### config.mk
export PLATFORM = sky130hd
export DESIGN_NAME = i2c_addr_match_fsm_flat
export DESIGN_NICKNAME = d
export VERILOG_FILES = /design/src/rtl/i2c_addr_match_fsm_if.sv /design/src/rtl/i2c_addr_match_fsm.sv /design/src/flat_wrapper.sv
export SDC_FILE = /design/constraint.sdc
export NUM_CORES = 1
export LEC_CHECK = 0
export CORE_UTILIZATION = 35
export CTS_BUF_LIST = sky130_fd_sc_hd__clkbuf_16
export CTS_CLUSTER_DIAMETER = 120
export DETAILED_ROUTE_END_ITERATION = 16
export PLACE_DENSITY_LB_ADDON = 0.12
export SLEW_MARGIN = 20
export SYNTH_ARGS = -nofsm -noshare
export SYNTH_HDL_FRONTEND = slang
export SYNTH_SLANG_ARGS = --single-unit
### constraint.sdc
create_clock -name FPGA_clk -period 1.4 [get_ports FPGA_clk]
set_input_delay 0.28 -clock FPGA_clk [delete_from_list [all_inputs] [get_ports FPGA_clk]]
set_output_delay 0.28 -clock FPGA_clk [all_outputs]
set_load 0.02 [all_outputs]
### src/rtl/i2c_addr_match_fsm_if.sv
// Bus bundle between the I2C front end and its environment: synchronized SCL/SDA in,
// ACK drive and address-phase status out.
interface i2c_addr_match_fsm_if;
  logic       scl_sync;
  logic       sda_sync;
  logic       sda_oe;
  logic       addr_match;
  logic       rw;
  logic       addressed;
  logic       start_det;
  logic       stop_det;
  logic [2:0] bit_cnt;

  modport master (
    output scl_sync, sda_sync,
    input  sda_oe, addr_match, rw, addressed, start_det, stop_det, bit_cnt
  );

  modport slave (
    input  scl_sync, sda_sync,
    output sda_oe, addr_match, rw, addressed, start_det, stop_det, bit_cnt
  );
endinterface

### src/rtl/i2c_addr_match_fsm.sv
// I2C slave address front end: START/STOP detection, address byte shift-in,
// address compare and ACK drive during the 9th SCL clock.
module i2c_addr_match_fsm #(
  parameter logic [6:0] SLAVE_ADDR  = 7'h42,
  parameter bit         GEN_CALL_EN = 1'b0
) (
  input  logic                 FPGA_clk,
  input  logic                 rst_n,
  i2c_addr_match_fsm_if.slave  bus
);

  typedef enum logic [2:0] {
    ST_IDLE     = 3'd0,
    ST_ADDR     = 3'd1,
    ST_ACK_WAIT = 3'd2,
    ST_ACK      = 3'd3,
    ST_SEL      = 3'd4,
    ST_IGNORE   = 3'd5
  } state_e;

  state_e     state_q, state_d;
  logic       scl_q, sda_q;
  logic [6:0] shift_q, shift_d;
  logic [2:0] bit_cnt_q, bit_cnt_d;
  logic       rw_q, rw_d;
  logic       addressed_q, addressed_d;
  logic       sda_oe_q, sda_oe_d;
  logic       addr_match_q, addr_match_d;
  logic       start_det_q, start_det_d;
  logic       stop_det_q, stop_det_d;

  logic       scl_rise_s, scl_fall_s, start_s, stop_s;
  logic [7:0] byte_s;
  logic       match_s;

  assign scl_rise_s = bus.scl_sync & ~scl_q;
  assign scl_fall_s = ~bus.scl_sync & scl_q;
  assign start_s    = bus.scl_sync & scl_q & sda_q & ~bus.sda_sync;
  assign stop_s     = bus.scl_sync & scl_q & ~sda_q & bus.sda_sync;

  // Byte as it will stand once the current SDA sample is shifted in.
  assign byte_s  = {shift_q, bus.sda_sync};
  assign match_s = (byte_s[7:1] == SLAVE_ADDR) ||
                   ((GEN_CALL_EN == 1'b1) && (byte_s[7:1] == 7'h00));

  // Next-state and output decode; STOP outranks START, which outranks SCL edges.
  always_comb begin
    state_d      = state_q;
    shift_d      = shift_q;
    bit_cnt_d    = bit_cnt_q;
    rw_d         = rw_q;
    addressed_d  = addressed_q;
    sda_oe_d     = sda_oe_q;
    addr_match_d = 1'b0;
    start_det_d  = start_s;
    stop_det_d   = stop_s;

    if (stop_s) begin
      state_d     = ST_IDLE;
      sda_oe_d    = 1'b0;
      addressed_d = 1'b0;
    end else if (start_s) begin
      state_d     = ST_ADDR;
      bit_cnt_d   = 3'd0;
      shift_d     = 7'd0;
      sda_oe_d    = 1'b0;
      addressed_d = 1'b0;
    end else begin
      case (state_q)
        ST_IDLE: begin
          state_d = ST_IDLE;
        end
        ST_ADDR: begin
          if (scl_rise_s) begin
            shift_d   = byte_s[6:0];
            bit_cnt_d = bit_cnt_q + 3'd1;
            if (bit_cnt_q == 3'd7) begin
              if (match_s) begin
                state_d      = ST_ACK_WAIT;
                rw_d         = byte_s[0];
                addr_match_d = 1'b1;
              end else begin
                state_d = ST_IGNORE;
              end
            end else begin
              state_d = ST_ADDR;
            end
          end else begin
            state_d = ST_ADDR;
          end
        end
        ST_ACK_WAIT: begin
          if (scl_fall_s) begin
            sda_oe_d    = 1'b1;
            addressed_d = 1'b1;
            state_d     = ST_ACK;
          end else begin
            state_d = ST_ACK_WAIT;
          end
        end
        ST_ACK: begin
          if (scl_fall_s) begin
            sda_oe_d = 1'b0;
            state_d  = ST_SEL;
          end else begin
            state_d = ST_ACK;
          end
        end
        ST_SEL: begin
          addressed_d = 1'b1;
          sda_oe_d    = 1'b0;
        end
        ST_IGNORE: begin
          sda_oe_d = 1'b0;
        end
        default: begin
          state_d     = ST_IDLE;
          sda_oe_d    = 1'b0;
          addressed_d = 1'b0;
        end
      endcase
    end
  end

  // State and registered outputs.
  always_ff @(posedge FPGA_clk or negedge rst_n) begin
    if (!rst_n) begin
      state_q      <= ST_IDLE;
      scl_q        <= 1'b1;
      sda_q        <= 1'b1;
      shift_q      <= 7'd0;
      bit_cnt_q    <= 3'd0;
      rw_q         <= 1'b0;
      addressed_q  <= 1'b0;
      sda_oe_q     <= 1'b0;
      addr_match_q <= 1'b0;
      start_det_q  <= 1'b0;
      stop_det_q   <= 1'b0;
    end else begin
      state_q      <= state_d;
      scl_q        <= bus.scl_sync;
      sda_q        <= bus.sda_sync;
      shift_q      <= shift_d;
      bit_cnt_q    <= bit_cnt_d;
      rw_q         <= rw_d;
      addressed_q  <= addressed_d;
      sda_oe_q     <= sda_oe_d;
      addr_match_q <= addr_match_d;
      start_det_q  <= start_det_d;
      stop_det_q   <= stop_det_d;
    end
  end

  assign bus.sda_oe     = sda_oe_q;
  assign bus.addr_match = addr_match_q;
  assign bus.rw         = rw_q;
  assign bus.addressed  = addressed_q;
  assign bus.start_det  = start_det_q;
  assign bus.stop_det   = stop_det_q;
  assign bus.bit_cnt    = bit_cnt_q;

endmodule

### src/flat_wrapper.sv
// flat-port wrapper written by rule: the top's interface ports become plain ports
module i2c_addr_match_fsm_flat 
#(
  parameter logic [6:0] SLAVE_ADDR  = 7'h42,
  parameter bit         GEN_CALL_EN = 1'b0
)
  (FPGA_clk, rst_n, bus_scl_sync, bus_sda_sync, bus_sda_oe, bus_addr_match, bus_rw, bus_addressed, bus_start_det, bus_stop_det, bus_bit_cnt);
  i2c_addr_match_fsm_if bus_i ();
  input  logic FPGA_clk;
  input  logic rst_n;
  input wire logic [$bits(bus_i.scl_sync)-1:0] bus_scl_sync;
  input wire logic [$bits(bus_i.sda_sync)-1:0] bus_sda_sync;
  output wire logic [$bits(bus_i.sda_oe)-1:0] bus_sda_oe;
  output wire logic [$bits(bus_i.addr_match)-1:0] bus_addr_match;
  output wire logic [$bits(bus_i.rw)-1:0] bus_rw;
  output wire logic [$bits(bus_i.addressed)-1:0] bus_addressed;
  output wire logic [$bits(bus_i.start_det)-1:0] bus_start_det;
  output wire logic [$bits(bus_i.stop_det)-1:0] bus_stop_det;
  output wire logic [$bits(bus_i.bit_cnt)-1:0] bus_bit_cnt;
  assign bus_i.scl_sync = bus_scl_sync;
  assign bus_i.sda_sync = bus_sda_sync;
  assign bus_sda_oe = bus_i.sda_oe;
  assign bus_addr_match = bus_i.addr_match;
  assign bus_rw = bus_i.rw;
  assign bus_addressed = bus_i.addressed;
  assign bus_start_det = bus_i.start_det;
  assign bus_stop_det = bus_i.stop_det;
  assign bus_bit_cnt = bus_i.bit_cnt;
  i2c_addr_match_fsm #(.SLAVE_ADDR(SLAVE_ADDR), .GEN_CALL_EN(GEN_CALL_EN)) u_core (.FPGA_clk(FPGA_clk), .rst_n(rst_n), .bus(bus_i));
endmodule
==> impl_metrics.py, run 1 <==
metrics = {
    "global_route": {
        "grt_max_degree": 22,
        "grt_usage_pct": 16.7,
        "grt_pass1_vias": 837,
        "grt_overflow": 0,
        "grt_pass1_wl_um": 3540,
        "antenna_found_initial": 0,
    },
    "sta": {
        "period_share_pct": 100,
        "setup_ws_ns": -0.00401,
        "setup_viol": 1,
        "final.min_clock_period_ns": 1.40,
        "rsz0062_at_grt": "true",
        "fmax_mhz": 712,
        "fin_skew_ns": 0.00435,
        "hold_violations": 0,
        "slew_headroom_pct": 82.3,
        "slew_violations": 0,
        "worst_pin_slew_ns": 0.266,
        "timing.hold.ws_ns": 0.369,
    },
    "clock_tree": {
        "cts_tree": "done",
        "hold_buffers": 0,
        "insertion_delay_ns": 0.25,
        "cts_sinks": 21,
        "clock_path_buffers": 2,
        "htree_levels": 1,
        "cts_buffers": 3,
        "cts-root-buf": "clkbuf_16",
        "clk_pin_slew_ns": 0.06,
    },
    "power_and_ir_drop": {
        "p_leak_nw": 0.728,
        "p_clk_share_pct": 27.6,
        "p_seq_share_pct": 39.2,
        "p_int_mw": 1.50,
        "peakVddDrop_mv": 0.899,
        "p_per_area_nw_per_um2": 1540,
        "comb_power_share_pct": 33.2,
        "swShare_pct": 29.8,
        "finalPower_mw": 2.14,
        "power_switching_mw": 0.637,
    },
    "run": {
        "drv_cap": 0,
    },
    "yosys": {
        "synthTopCellsByCount": "nand2_1 (22), dfrtp_1 (19), nand3_1 (11)",
        "syn_avg_cell_area_um2": 10.2,
        "async_flop_share_pct": 100,
        "yosysTopAreaCell": "dfrtp_1",
        "synth.area.top_cells": "dfrtp_1 (49%), nand2_1 (8.5%), nand3_1 (5.7%)",
        "synth_ff_type": "dfrtp_1",
        "synth_area_um2": 971,
        "netlist.area_leader.share_pct": 49.0,
        "syn_inst": 95,
        "yosys.cell_count.top_type": "nand2_1",
        "synth_cell_types": 35,
        "synth_edf_count": 0,
        "synth_warnings": 0,
        "synth_seq_cells": 21,
        "synthesis.nets": 101,
        "ys_seq_area_share_pct": 54.4,
    },
    "layout": {
        "fin_nets": 137,
        "drive_gt1_share_pct": 33.8,
        "final_util_pct": 54.4,
        "diodes": 0,
        "syn_to_final_growth_pct": 42.7,
        "design_area_um2": 1390,
        "final_cell_count_no_fill": 160,
    },
    "hold_path": {
        "hp-class": "input pin to asynchronous set/reset pin",
    },
    "worst_setup_path": {
        "critPathCaptureType": "flip-flop",
        "worstPathRequired_ns": 1.54,
        "critPathKind": "flip-flop to flip-flop",
        "start_kind": "flip-flop",
        "cp_top_family": "simple AND/OR/NAND/NOR gates",
        "critPathMaxFanout": 3,
        "crit_start": "u_core.shift_q[5]",
        "timing.rr.end": "u_core.bus.rw",
        "r2r_start": "u_core.shift_q[5]",
        "path_buf_inv": 0,
        "path_cells": "and4bb_1 > and2_4 > and3_4 > mux2_4",
        "cp_slowest_cell": "dfrtp_1",
        "r2r_setup_slack_ns": -0.004,
        "worstRegToRegCells": 4,
        "cp-endpoint": "u_core.bus.rw",
        "critPathArrivalTime_ns": 1.54,
        "crit_cells": 4,
        "max_stage_delay_ns": 0.39,
    },
    "detailed_routing": {
        "routedWlPerCell_um": 12.4,
        "via_per_inst": 4.84,
        "drtIter0Drc": 2,
        "dr_total_vias": 775,
        "wl_um": 1990,
        "antenna_left": 0,
        "drtPass1Iterations": 2,
        "drc": 0,
    },
    "die": {
        "boundaryPins": 13,
        "fp-row-count": 18,
        "dieArea_um2": 2990,
        "die_w_um": 54.7,
        "coreArea_um2": 2540,
        "fp.dieH_um": 54.7,
        "initial_core_util_pct": 38.2,
    },
    "place": {
        "place_inst": 154,
        "dpl.hpwl_um": 1390,
        "placed_area_um2": 1270,
        "globalplace.congestion": 0.817,
        "port_buffers": 12,
    },
    "run_status": {
        "status": "complete, but fails checks",
        "violations": "negative setup slack",
    },
}
metal layers:
| metal | track usage (%) | wire, µm | vias to the layer above |
|---|---|---|---|
| li1 | - | - | 396 |
| met1 | 20.6 | 929 | 369 |
| met2 | 28.9 | 1000 | 8 |
| met3 | 2.50 | 45 | 2 |
| met4 | 5.98 | 12 | 0 |
| met5 | 0 | 0 | - |
flip-flops by register name, summed over array words and instances (netlist names):
signal / flops
u_core.bus.addressed: 1
u_core.bus.rw: 1
u_core.bus.addr_match: 1
u_core.state_q: 3
u_core.bus.sda_oe: 1
u_core.scl_q: 1
u_core.sda_q: 1
u_core.bus.bit_cnt: 3
u_core.bus.stop_det: 1
u_core.shift_q: 7
u_core.bus.start_det: 1
cell type report:
type	instances	area [µm²]
Fill cell	244	1160
Sequential cell	21	531
Multi-Input combinational cell	66	439
Timing Repair Buffer	35	283
Clock buffer	3	75.1
Tap cell	30	37.5
Inverter	4	15.0
Clock inverter	1	5.00
worst min path at each step:
stage / startpoint / depth (start not counted) / slack, ns / to
after floorplan: rst_n / 0 / -0.02 / u_core.bus.addr_match
after global placement: u_core.bus.bit_cnt[0] / 1 / 0.48 / u_core.bus.bit_cnt[0]
after detailed placement: u_core.shift_q[5] / 2 / 0.48 / u_core.shift_q[6]
after CTS: rst_n / 2 / 0.38 / u_core.bus.stop_det
after global routing: bus_scl_sync / 2 / 0.41 / u_core.scl_q
final: rst_n / 2 / 0.37 / u_core.bus.stop_det
power groups by stage:
stage	registers, mW	logic, mW	clock network (mW)
CTS	0.838	0.704	0.611
global placement	0.838	0.667	0
global route	0.853	0.805	0.646
detailed placement	0.845	0.678	0
floorplan	0.897	0.279	0
finish	0.837	0.709	0.591
repair_timing:
item | CTS | global route
setup buffers | 1 | 1
endpoints found under the setup margin | 22 | 12
pin swaps | 3 | 0
cloned | 0 | 0
resized for setup | 17 | 3
hold endpoints to repair | 0 | 0
logic make-up after synthesis:
| family | Yosys count | synth area share (%) |
|---|---|---|
| simple gates | 51 | 28.0 |
| flops | 21 | 54.4 |
| compound gates | 10 | 7.60 |
| buf+inv | 8 | 3.99 |
| mux | 2 | 2.58 |
| fa+ha+maj | 2 | 2.58 |
| xor+xnor | 1 | 0.902 |
cell usage in the layout (no fill, tap or decap), types with 2 or more instances in the layout:
cell type,instances
and2_4,2
inv_1,4
nor2_1,2
dlygate4sd2_1,11
nor3_1,2
nand2_1,21
clkbuf_16,3
nand3_1,11
buf_4,22
dfrtp_1,17
nand2b_1,2
dfrtp_2,2
dfstp_2,2
stage by stage:
stage	setup WS, ns	TNS (ns)
floorplan	-0.0134	-0.0134
global placement	-0.321	-4.26
detailed placement	-0.337	-4.34
CTS	-0.00386	-0.00386
global route	-0.0605	-0.116
finish	-0.00401	-0.00401
No activity file was read; power rests on OpenSTA's default activity.
==> run 2, diff against run 1 <==
--- a/config.mk
+++ b/config.mk
@@ -5,6 +5,7 @@
 export SDC_FILE = /design/constraint.sdc
 export NUM_CORES = 1
 export LEC_CHECK = 0
+export ABC_AREA = 1
 export CORE_UTILIZATION = 35
 export CTS_BUF_LIST = sky130_fd_sc_hd__clkbuf_16
 export CTS_CLUSTER_DIAMETER = 120
==> impl_metrics.py, run 2 <==
metrics = {
    "worst_setup_path": {
        "critPathArrivalTime_ns": 1.49,
        "timing.rr.end": "u_core.bus.sda_oe",
        "critPathKind": "flip-flop to flip-flop",
        "critPathMaxFanout": 6,
        "cp_slowest_cell": "dfstp_2",
        "path_cells": "nand2_4 > nor3_4 > nor2_4 > nand2_2 > nand2_1 > nand2_1 > nand2_1",
        "r2r_setup_slack_ns": 0.06,
        "cp_top_family": "simple AND/OR/NAND/NOR gates",
        "critPathMostFrequentCell": "nand2_1",
        "critPathCaptureType": "flip-flop",
        "start_kind": "flip-flop",
        "worstRegToRegCells": 7,
        "worstPathRequired_ns": 1.55,
        "path_buf_inv": 0,
        "max_stage_delay_ns": 0.55,
        "r2r_start": "u_core.scl_q",
    },
    "detailed_routing": {
        "via_per_inst": 4.69,
        "wl_um": 1880,
        "drtIter0Drc": 13,
        "dr_total_vias": 764,
        "drtPass1Iterations": 4,
        "antenna_left": 0,
        "routedWlPerCell_um": 11.5,
        "drc": 0,
    },
    "sta": {
        "setup_viol": 0,
        "hold_violations": 0,
        "worst_pin_slew_ns": 0.325,
        "slew_headroom_pct": 78.3,
        "final.min_clock_period_ns": 1.34,
        "period_share_pct": 96.0,
        "rsz0062_at_grt": "true",
        "setup-tns-final_ns": 0,
        "fin_skew_ns": 0.00544,
        "fmax_mhz": 744,
        "slew_violations": 0,
    },
    "power_and_ir_drop": {
        "p_seq_share_pct": 42.1,
        "p_per_area_nw_per_um2": 1480,
        "p_int_mw": 1.33,
        "comb_power_share_pct": 26.5,
        "p_leak_nw": 0.685,
        "swShare_pct": 31.6,
        "peakVddDrop_mv": 0.896,
        "power_switching_mw": 0.615,
        "p_clk_share_pct": 31.4,
    },
    "place": {
        "globalplace.congestion": 0.891,
        "dpl.hpwl_um": 1340,
        "port_buffers": 12,
        "placed_area_um2": 1200,
    },
    "yosys": {
        "synth_warnings": 0,
        "netlist.area_leader.share_pct": 49.2,
        "async_flop_share_pct": 100,
        "synthesis.nets": 113,
        "synth_seq_cells": 21,
        "synth_ff_type": "dfrtp_1",
        "synth.area.top_cells": "dfrtp_1 (49%), nand2_1 (8.5%), inv_1 (7.8%)",
        "syn_inst": 107,
        "synthTopCellsByCount": "nand2_1 (22), inv_1 (20), dfrtp_1 (19)",
        "yosys.cell_count.top_type": "nand2_1",
        "synth_edf_count": 0,
        "yosysTopAreaCell": "dfrtp_1",
        "synth_cell_types": 20,
        "synth_area_um2": 967,
        "ys_seq_area_share_pct": 54.6,
        "syn_avg_cell_area_um2": 9.04,
    },
    "die": {
        "die_w_um": 54.6,
        "initial_core_util_pct": 38.0,
        "fp-row-count": 18,
        "dieArea_um2": 2980,
        "coreArea_um2": 2540,
        "fp.dieH_um": 54.6,
        "boundaryPins": 13,
    },
    "layout": {
        "regMostFlops": "u_core.shift_q",
        "layout_common_cells": "inv_1 (20), nand2_1 (20), dfrtp_1 (19)",
        "design_area_um2": 1310,
        "fin_nets": 140,
        "fillers": 252,
        "drive_gt1_share_pct": 23.3,
        "diodes": 0,
        "syn_to_final_growth_pct": 35.6,
        "largest_register_ffs": 7,
    },
    "clock_tree": {
        "htree_levels": 1,
        "cts_sinks": 21,
        "insertion_delay_ns": 0.26,
        "clk_pin_slew_ns": 0.06,
        "hold_buffers": 0,
        "clock_path_buffers": 2,
        "cts_buffers": 3,
        "cts-root-buf": "clkbuf_16",
        "cts_tree": "done",
        "cts_setup_buffers": 0,
    },
    "global_route": {
        "grt_overflow": 0,
        "grt_usage_pct": 15.4,
        "grt_max_degree": 22,
        "grt_pass1_vias": 734,
        "grt_pass1_wl_um": 3190,
        "antenna_found_initial": 0,
    },
    "hold_path": {
        "hp-class": "input pin to flip-flop",
        "hold_start": "bus_scl_sync",
        "hold_depth": 1,
        "hold_path_end": "u_core.scl_q",
    },
    "run": {
        "drv_cap": 0,
    },
    "run_status": {
        "status": "finished, final reports clean",
    },
}
[run 2: changes by cell type after synthesis, moves of 2 or more]
cell | before | now
inv_1 | 4 | 20
nand3_1 | 11 | 5
o22ai_1 | 0 | 6
nor2_1 | 2 | 7
o21ai_0 | 1 | 6
nor3_1 | 3 | 0
a21oi_1 | 1 | 3
a221oi_1 | 2 | 0
a22o_1 | 0 | 2
clkbuf_1 | 2 | 0
inv_2 | 0 | 2
nand2b_1 | 2 | 0
nor2_2 | 0 | 2
nor3_4 | 0 | 2
[run 2: kinds of logic after synthesis]
kind of cell             Yosys count  share of synthesized area (%)
AO/OA/AOI/OAI                     19                           11.6
buffers and inverters             22                           8.54
adder cells (fa/ha/maj)            2                           2.59
flip-flops                        21                           54.6
AND/OR/NAND/NOR                   43                           22.6
[run 2: how the worst max path moves through the flow]
stage	from	endpoint	slack (ns)	depth (start not counted)
4_1_cts	bus_scl_sync	u_core.bus.addressed	0.01	7
6_report	u_core.scl_q	u_core.bus.sda_oe	0.06	7
2_1_floorplan	u_core.bus.bit_cnt[0]	u_core.state_q[0]	0.08	9
5_1_grt	u_core.scl_q	u_core.bus.sda_oe	-0.07	7
3_3_place_gp	bus_scl_sync	u_core.state_q[0]	-0.21	8
3_5_place_dp	bus_scl_sync	u_core.bus.sda_oe	-0.25	8
[run 2: layout make-up]
class / instances / area (µm²) / share of cell area [%]
Tap cell: 30 / 37.5 / 2.86
Timing Repair Buffer: 22 / 186 / 14.2
Inverter: 22 / 82.6 / 6.30
Clock buffer: 3 / 75.1 / 5.73
Clock inverter: 1 / 5.00 / 0.382
Multi-Input combinational cell: 64 / 397 / 30.2
Sequential cell: 21 / 528 / 40.3
[run 2: metrics by stage]
step | cells | hold WS [ns] | utilization, % | total power, mW | setup WS [ns]
final | 163 | 0.242 | 51.5 | 1.95 | 0.0558
after global routing | 163 | 0.241 | 51.5 | 2.07 | -0.0714
after CTS | 163 | 0.388 | 49.9 | 1.94 | 0.0111
after detailed placement | 159 | 0.464 | 47.1 | 1.35 | -0.249
after global placement | 159 | 0.465 | 47.1 | 1.34 | -0.214
after floorplan | 107 | -0.0156 | - | 1.15 | 0.0811
[run 2: metal layers]
layer	vias up	global-route usage, %	routed length (µm)
li1	396	-	-
met1	354	20.1	910
met2	10	24.6	895
met3	4	2.50	46
met4	0	7.69	26
met5	-	0	0
[run 2: timing repair]
| item | 4_1_cts | 5_1_grt |
|---|---|---|
| cloned | 0 | 0 |
| hold endpoints to repair | 0 | 0 |
| gates resized for setup | 9 | 11 |
| pin swaps | 0 | 4 |
| setup endpoints to repair | 9 | 15 |
[run 2: power by group through the flow]
stage	Clock (mW)	Combinational (mW)	Sequential, mW
2_1_floorplan	0	0.279	0.872
3_3_place_gp	0	0.519	0.823
3_5_place_dp	0	0.521	0.830
4_1_cts	0.626	0.494	0.818
5_1_grt	0.654	0.576	0.837
6_report	0.611	0.515	0.821
